--- src/rtl/bus_ctrl85_pkg.sv ---
// Shared definitions for the 8085-style bus controller: T-state and
// machine-cycle codes, status pin encoding and the registered pin bundle.
package pkg85;

   localparam logic [3:0] ST_RESET = 4'd0;
   localparam logic [3:0] ST_T1    = 4'd1;
   localparam logic [3:0] ST_T2    = 4'd2;
   localparam logic [3:0] ST_T3    = 4'd3;
   localparam logic [3:0] ST_T4    = 4'd4;
   localparam logic [3:0] ST_T5    = 4'd5;
   localparam logic [3:0] ST_T6    = 4'd6;
   localparam logic [3:0] ST_HOLD  = 4'd7;
   localparam logic [3:0] ST_HALT  = 4'd9;
   localparam logic [3:0] ST_WAIT  = 4'd10;

   localparam logic [2:0] MC_OF   = 3'd0;
   localparam logic [2:0] MC_MR   = 3'd1;
   localparam logic [2:0] MC_MW   = 3'd2;
   localparam logic [2:0] MC_IOR  = 3'd3;
   localparam logic [2:0] MC_IOW  = 3'd4;
   localparam logic [2:0] MC_INTA = 3'd5;
   localparam logic [2:0] MC_BI   = 3'd6;
   localparam logic [2:0] MC_HALT = 3'd7;

   typedef struct packed {
      logic       ale;
      logic       rd_n;
      logic       wr_n;
      logic       inta_n;
      logic       ad_oe;
      logic       bus_oe;
      logic [7:0] ad_out;
      logic [7:0] a_hi;
      logic [2:0] status;   // {io_m, s1, s0}
      logic       hlda;
   } pins_t;

   localparam pins_t PINS_IDLE = '{
      ale: 1'b0, rd_n: 1'b1, wr_n: 1'b1, inta_n: 1'b1,
      ad_oe: 1'b0, bus_oe: 1'b0, ad_out: 8'h00, a_hi: 8'h00,
      status: 3'b000, hlda: 1'b0
   };

   function automatic logic [2:0] status_enc(input logic [2:0] mc);
      case (mc)
         MC_OF:   status_enc = 3'b011;
         MC_MR:   status_enc = 3'b010;
         MC_MW:   status_enc = 3'b001;
         MC_IOR:  status_enc = 3'b110;
         MC_IOW:  status_enc = 3'b101;
         MC_INTA: status_enc = 3'b111;
         MC_BI:   status_enc = 3'b010;
         default: status_enc = 3'b000;
      endcase
   endfunction

   function automatic logic is_read(input logic [2:0] mc);
      return (mc == MC_OF) || (mc == MC_MR) || (mc == MC_IOR);
   endfunction

   function automatic logic is_write(input logic [2:0] mc);
      return (mc == MC_MW) || (mc == MC_IOW);
   endfunction

endpackage

--- src/rtl/bus_ctrl85_sync_ff.sv ---
// Shift-register synchroniser for an asynchronous level input.
module sync_ff #(
   parameter int STAGES = 2
) (
   input  logic clock,
   input  logic reset,
   input  logic d,
   output logic q
);

   logic [STAGES-1:0] sr;

   always_ff @(posedge clock or posedge reset) begin
      if (reset) sr <= '0;
      else       sr <= {sr[STAGES-2:0], d};
   end

   assign q = sr[STAGES-1];

endmodule

--- src/rtl/bus_ctrl85.sv ---
// Pin-level bus controller: turns the sampled T-state and cycle type into
// registered bus pins, captures read data and synchronises READY/HOLD.
module bus_ctrl85
   import pkg85::*;
#(
   parameter int SYNC_STAGES = 2
) (
   input  logic        clock,
   input  logic        reset,
   input  logic [3:0]  state,
   input  logic [2:0]  mctype,
   input  logic [15:0] addr,
   input  logic [7:0]  wrdata,
   input  logic [7:0]  ad_in,
   input  logic        ready,
   input  logic        hold,
   output logic        ready_ok,
   output logic        hold_req,
   output logic [7:0]  ad_out,
   output logic        ad_oe,
   output logic [7:0]  a_hi,
   output logic        bus_oe,
   output logic        ale,
   output logic        rd_n,
   output logic        wr_n,
   output logic        inta_n,
   output logic        io_m,
   output logic        s1,
   output logic        s0,
   output logic        hlda,
   output logic [7:0]  rddata,
   output logic        data_valid
);

   pins_t      pins_q, pins_d;
   logic [7:0] rddata_d;
   logic       dv_d;

   always_comb begin
      // NOTE: every field gets a value before the case, so no path can infer a latch.
      pins_d      = pins_q;
      pins_d.ale  = 1'b0;
      pins_d.hlda = 1'b0;
      rddata_d    = rddata;
      dv_d        = 1'b0;

      case (state)
         ST_RESET: pins_d = PINS_IDLE;
         ST_T1: begin
            pins_d.ale    = 1'b1;
            pins_d.ad_out = addr[7:0];
            pins_d.ad_oe  = 1'b1;
            pins_d.a_hi   = addr[15:8];
            pins_d.bus_oe = 1'b1;
            pins_d.rd_n   = 1'b1;
            pins_d.wr_n   = 1'b1;
            pins_d.inta_n = 1'b1;
            pins_d.status = status_enc(mctype);
         end
         ST_T2, ST_WAIT: begin
            pins_d.bus_oe = 1'b1;
            pins_d.ad_oe  = 1'b0;
            pins_d.rd_n   = 1'b1;
            pins_d.wr_n   = 1'b1;
            pins_d.inta_n = 1'b1;
            if (is_read(mctype)) begin
               pins_d.rd_n = 1'b0;
            end else if (mctype == MC_INTA) begin
               pins_d.inta_n = 1'b0;
            end else if (is_write(mctype)) begin
               pins_d.ad_out = wrdata;
               pins_d.ad_oe  = 1'b1;
               pins_d.wr_n   = 1'b0;
            end
         end
         ST_T3: begin
            // Strobes keep their T2 level so that T3 closes the access.
            pins_d.bus_oe = 1'b1;
            if (is_read(mctype) || mctype == MC_INTA) begin
               rddata_d = ad_in;
               dv_d     = 1'b1;
            end
         end
         ST_T4, ST_T5, ST_T6: begin
            pins_d.bus_oe = 1'b1;
            pins_d.ad_oe  = 1'b0;
            pins_d.rd_n   = 1'b1;
            pins_d.wr_n   = 1'b1;
            pins_d.inta_n = 1'b1;
         end
         ST_HOLD: begin
            pins_d.bus_oe = 1'b0;
            pins_d.ad_oe  = 1'b0;
            pins_d.rd_n   = 1'b1;
            pins_d.wr_n   = 1'b1;
            pins_d.inta_n = 1'b1;
            pins_d.hlda   = 1'b1;
         end
         ST_HALT: begin
            pins_d.bus_oe = 1'b0;
            pins_d.ad_oe  = 1'b0;
            pins_d.rd_n   = 1'b1;
            pins_d.wr_n   = 1'b1;
            pins_d.inta_n = 1'b1;
            pins_d.status = 3'b000;
         end
         default: begin
            pins_d   = PINS_IDLE;
            rddata_d = 8'h00;
         end
      endcase
   end

   // NOTE: reset is asynchronous so strobes and bus drivers release without a clock; <= keeps flops race-free.
   always_ff @(posedge clock or posedge reset) begin
      if (reset) begin
         pins_q     <= PINS_IDLE;
         rddata     <= 8'h00;
         data_valid <= 1'b0;
      end else begin
         pins_q     <= pins_d;
         rddata     <= rddata_d;
         data_valid <= dv_d;
      end
   end

   assign ale            = pins_q.ale;
   assign rd_n           = pins_q.rd_n;
   assign wr_n           = pins_q.wr_n;
   assign inta_n         = pins_q.inta_n;
   assign ad_oe          = pins_q.ad_oe;
   assign bus_oe         = pins_q.bus_oe;
   assign ad_out         = pins_q.ad_out;
   assign a_hi           = pins_q.a_hi;
   assign {io_m, s1, s0} = pins_q.status;
   assign hlda           = pins_q.hlda;

   sync_ff #(.STAGES(SYNC_STAGES)) u_ready_sync (
      .clock(clock), .reset(reset), .d(ready), .q(ready_ok)
   );

   sync_ff #(.STAGES(SYNC_STAGES)) u_hold_sync (
      .clock(clock), .reset(reset), .d(hold), .q(hold_req)
   );

endmodule

--- config.mk ---
export PLATFORM = sky130hd
export DESIGN_NAME = bus_ctrl85
export DESIGN_NICKNAME = d
export VERILOG_FILES = /design/src/rtl/bus_ctrl85_pkg.sv /design/src/rtl/bus_ctrl85_sync_ff.sv /design/src/rtl/bus_ctrl85.sv
export SDC_FILE = /design/constraint.sdc
export NUM_CORES = 1
export LEC_CHECK = 0
export CAP_MARGIN = 5
export CORE_MARGIN = 2
export CORE_UTILIZATION = 41
export CTS_CLUSTER_DIAMETER = 80
export DETAILED_ROUTE_END_ITERATION = 10
export GPL_ROUTABILITY_DRIVEN = 0
export PLACE_DENSITY = 0.8
export SYNTH_ARGS = -nofsm -noshare
export SYNTH_HDL_FRONTEND = slang
export SYNTH_SLANG_ARGS = --single-unit
--- constraint.sdc ---
create_clock -name clock -period 1.5 [get_ports clock]
set_input_delay 0.3 -clock clock [delete_from_list [all_inputs] [get_ports clock]]
set_output_delay 0.3 -clock clock [all_outputs]
set_load 0.005 [all_outputs]
Word-level counts from Yosys, hierarchy flattened:

Index checks and enable logic that the tools add are counted.

* eq/ne operators: 19
* mux-type cells: 22
* bitwise logic cells: 2
* reduce and logical (&&, ||, !) cells: 15

Operator list (count)
* $mux 8: 4
* $pmux 8 s2: 2
* $pmux 8 s3: 1
* $pmux 3 s6: 1
* $eq 4x3->1 const B: 4
* $reduce_or 7->1: 2
* $pmux 4 s3: 1
* $mux 1: 11
* $eq 3x3->1 const B: 3
* $reduce_or 9->1: 1
* $eq 4x2->1 const B: 2
* $eq 4x4->1 const B: 2
* $ne 2x2->1 const B: 4
* $reduce_or 8->1: 1
* $eq 3x2->1 const B: 2
* $pmux 3 s2: 1
* $reduce_or 6->1: 1
* $eq 4x1->1 const B: 1
* $logic_not 4->1: 1
* $logic_or 1x1->1: 4
* $reduce_and 4->1: 1
* $reduce_or 2->1: 2
* $eq 3x1->1 const B: 1
* $logic_not 3->1: 1
* other kinds (3): 4

* register bits after elaboration: 39
* output and inout bits: 37
* word-level logic and storage cells: 72

Longest topological paths before layout:

* word-level depth: 6
* depth in mapped cells: 6
* mapped depth without buffers: 4

Modules after synthesis:

From an unflattened synthesis, not the netlist that was laid out.

* cell total of the unflattened synthesis: 136
* area total of the unflattened synthesis: 1666.6 um^2

By module, submodules not included
* bus_ctrl85: times used 1, cells each 130, area an instance 1559.0 um^2, seq. area each 879.6 um^2
* sync_ff: times used 2, cells each 3, area an instance 53.8 um^2, seq. area each 50.0 um^2

Worst setup path before layout:

Ideal clock, no wire load.

* kind: in2reg
* from: input state[0]
* to: register pins_q (netlist bit ad_out[1])
* setup time: 0.125 ns
* arrival time: 1.321 ns
* path slack: 0.054 ns
* cell stages on the path: 5
* buffers on the path: 1
* path through: buf_4 nor2b_4 nand2b_1 o221ai_4 mux2_2

* word-level cells in the longest chain between the ends: 4
* elaborated cells between the ends (all ways): 17
* those cells by class: 12 x eq/ne; 1 x mux; 1 x bitwise; 3 x reduce/logical

Ends and longest elaborated chain
* from (decl): line bus_ctrl85.sv:10 `input logic [3:0] state,`
* $eq 4x2->1, or another cell as far along: line bus_ctrl85.sv:47 `case (state)`
* $reduce_or 2->1 or $reduce_or 6->1 (tied branches)
* $ne 2x2->1 (no source line) or $not 1->1 (tied branches)
* $reduce_and 4->1 (no source line)
* to (signal assigned): line bus_ctrl85.sv:121 `pins_q <= pins_d;`
* to (decl): line bus_ctrl85.sv:35 `pins_t pins_q, pins_d;`

Parallel ways exist; a longest one is shown, timed or not.
A chain may end at the register's enable or synchronous reset.

Final worst setup path:

* from: input mctype[0]
* to: register rddata[1]

* word-level cells in the longest chain between the ends: 6
* elaborated cells between the ends (all ways): 9
* those cells by class: 4 x eq/ne; 5 x reduce/logical

Ends and longest elaborated chain
* from (decl): line bus_ctrl85.sv:11 `input logic [2:0] mctype,`
* $eq 3x1->1 or $logic_not 3->1 (tied branches): line bus_ctrl85_pkg.sv:58 `return (mc == MC_OF) || (mc == MC_MR) || (mc == MC_IOR);`
* $logic_or 1x1->1 (2 in a row): line bus_ctrl85_pkg.sv:58
* $logic_or 1x1->1 (*): line bus_ctrl85.sv:79 `if (is_read(mctype) || mctype == MC_INTA) begin`
* $ne 2x2->1 (no source line) (*)
* $reduce_and 2->1 (no source line) (*)
* to (signal assigned): line bus_ctrl85.sv:122 `rddata <= rddata_d;`
* to (decl): line bus_ctrl85.sv:31 `output logic [7:0] rddata,`

Mark *: on every way between the ends. The rest lies on a longest branch, timed or not.

==> flow_summary.yaml <==
outcome:
  status: "finished clean"
power:
  p_total_mw: 2.601
  p_leak_nw: 1.433
  ir_drop_uv: 517.6
  pwr_density_cell_mw_per_mm2: 880.5
sta:
  tightest_slew_ns: 0.4339
  final.setup.tns_ns: 0
  finalCriticalPeriod_ns: 1.476
  fmax_mhz: 677.5
  final_max_slew_viol_count: 0
  min_period_over_period_pct: 98.40
  maxSlewHeadroom_pct: 71.04
  whs_ns: 0.3499
  setup_viol: 0
  finalHoldViolations: 0
  clock_skew_ns: 0.001038
global_routing:
  overflow: 0
  grt_pass1_vias: 1491
  antenna_found_initial: 0
  grt_max_degree: 40
  track_usage_pct: 20.28
  grt_pass1_wl_mm: 6.844
layout:
  antenna_cells: 0
  fin_cells: 292
  final_area_sq_mm: 0.002954
  final_nets: 284
  layout-drive-gt1-share_pct: 25.21
  mostFrequentLayoutCell: "clkdlybuf4s50_1"
  final_cell_mix: "clkdlybuf4s50_1 (62), dfrtp_1 (36), buf_4 (26)"
  area_delta_synth_final_pct: 71.09
clocking:
  clk_latency_ns: 0.29
  cts-buffers-inserted: 5
  h-tree-depth: 2
  clockBufferDepth: 2
  path_clk_slew_ns: 0.07
  cts-root-buf: "clkbuf_8"
  cts_tree: "yes"
  clkSinkCount: 39
logic_synthesis:
  synth_ff_type: "dfrtp_1"
  synth_edf_count: 0
  synthArstFlopShare_pct: 100.0
  synth_mux_area_share_pct: 5.797
  syn-num-nets: 176
  syn_area_per_cell_sq_um: 12.98
  synthAdderAreaFrac_pct: 0
  yosysWarnings: 0
  synth-seq-area-share_pct: 56.74
  syn_inst: 133
  synth-simple-area-share_pct: 13.04
  syn_area_sq_mm: 0.001727
  synth_compound_area_share_pct: 20.29
  synth_top_family_by_area: "compound AO/OA/AOI/OAI gates"
  ys_types: 38
  synth_xor_area_share_pct: 0.5072
  ys_ff_latch: 39
floorplan:
  die_h_um: 68.90
  die_area_sq_mm: 0.004747
  ios: 80
  std_cell_rows: 23
  die_w_um: 68.90
  initial_core_util_pct: 42.86
  core_region_area_sq_mm: 0.004029
worst_setup_path:
  worstSetupPathType: "input port to flop"
  cp-startpoint: "mctype[0]"
  path_depth: 6
  regToRegStartpoint: "ad_oe"
  critPathLaunchType: "input port"
  required_ns: 1.68
  crit_family: "buffers and inverters"
  cp_data_arrival_time_ns: 1.65
  cp_max_fo: 8
  critPathMaxStageDelay_ns: 0.55
  worstPathCellList: "clkdlybuf4s50_1, nand2b_1, a211oi_4, a21oi_2, buf_4, a22o_1"
  crit_buf_inv: 2
  reg2reg_depth: 5
  critPathCaptureType: "flop"
  crit_slowest_cell: "clkdlybuf4s50_1"
min_path:
  holdPathStages: 0
  worstHoldStart: "u_hold_sync.sr[0]"
  hold_path.class: "flop to flop"
drt:
  ant_nets: 0
  num_vias: 1489
  wl_mm: 4.568
  wl_per_cell_um: 15.64
  dr.pass1.iters: 4
  vias_per_cell: 5.099
  drtIter0Drc: 115
  drc: 0
place:
  dp_hpwl_mm: 3.342
  placed_cells: 278
  io_buffers: 79
  placedInstanceArea_sq_mm: 0.002726
flow_run:
  drv_cap: 0
[metal layers]
layer	GRT usage, %	wire, um
met5	0	0
met4	6.618	59
met3	7.305	368
met2	35.46	2338
met1	22.96	1800
[where the power goes]
| part | leakage, nW | total [mW] | switching, mW | internal (mW) |
|---|---|---|---|---|
| clock | 0.0654 | 1.02 | 0.353 | 0.665 |
| sequential | 0.515 | 1.12 | 0.0220 | 1.10 |
| combinational | 0.852 | 0.465 | 0.177 | 0.288 |
[cell families (layout without fill, tap and decap cells)]
family | after synthesis | in the layout
AOI/OAI and AO/OA | 40 | 40
DFF | 39 | 39
and+or+nand+nor | 35 | 35
muxes | 9 | 9
buffers and inverters | 9 | 118
xor gates and xnor gates | 1 | 1
[final timing paths]
kind | endpoint | slack [ns]
max in group asynchronous | rd_n | 0.86
min reg2reg | u_hold_sync.sr[1] | 0.35
min | u_hold_sync.sr[1] | 0.35
max reg2reg | ad_oe | 0.55
min in group asynchronous | s0 | 0.39
max | rddata[1] | 0.02
[area by class of cell]
type / count / area (sq um)
clock buffer: 6 / 72.57
clock inverter: 2 / 60.06
fill: 260 / 1075
inverter: 1 / 3.754
multi-input combinational: 85 / 718.2
sequential: 39 / 979.7
tap: 50 / 62.56
timing repair buffer: 109 / 1057
[registers in the layout, summed over array words and instances (netlist names)]
signal,count
ad_out,8
rddata,8
ale,1
inta_n,1
io_m,1
a_hi,8
u_hold_sync.sr,2
s1,1
rd_n,1
hlda,1
u_ready_sync.sr,2
ad_oe,1
bus_oe,1
data_valid,1
wr_n,1
s0,1
[through the flow]
stage          util [%]  setup WS, ns
3_5_place_dp      67.67       -0.5147
2_1_floorplan         -       0.05385
4_1_cts           72.08       0.01684
5_1_grt           73.32     -0.001806
6_report          73.32       0.02401
3_3_place_gp      67.67       -0.4257
[synth_stat cells (all sizes together) (2+ instances only)]
library cell | instances | area, sq um
nand2 | 3 | 11.26
nand2b | 2 | 12.51
mux2 | 8 | 90.09
a22o | 18 | 157.7
o21bai | 2 | 15.01
nor3b | 2 | 26.28
buf | 8 | 58.80
nor2b | 6 | 45.04
a22oi | 8 | 60.06
nor2 | 14 | 55.06
nor3 | 2 | 10.01
a21oi | 5 | 28.78
dfstp | 3 | 78.83
dfrtp | 36 | 900.9
[timing repair]
item / in CTS / in global routing
pin swaps: 2 / 0
gates resized for setup: 18 / 8
gates cloned: 0 / 0
endpoints found under the setup margin: 31 / 12
buffers inserted: 2 / 4
hold buffers: 0 / 0
Note: power is estimated with default switching activity, not from simulation.
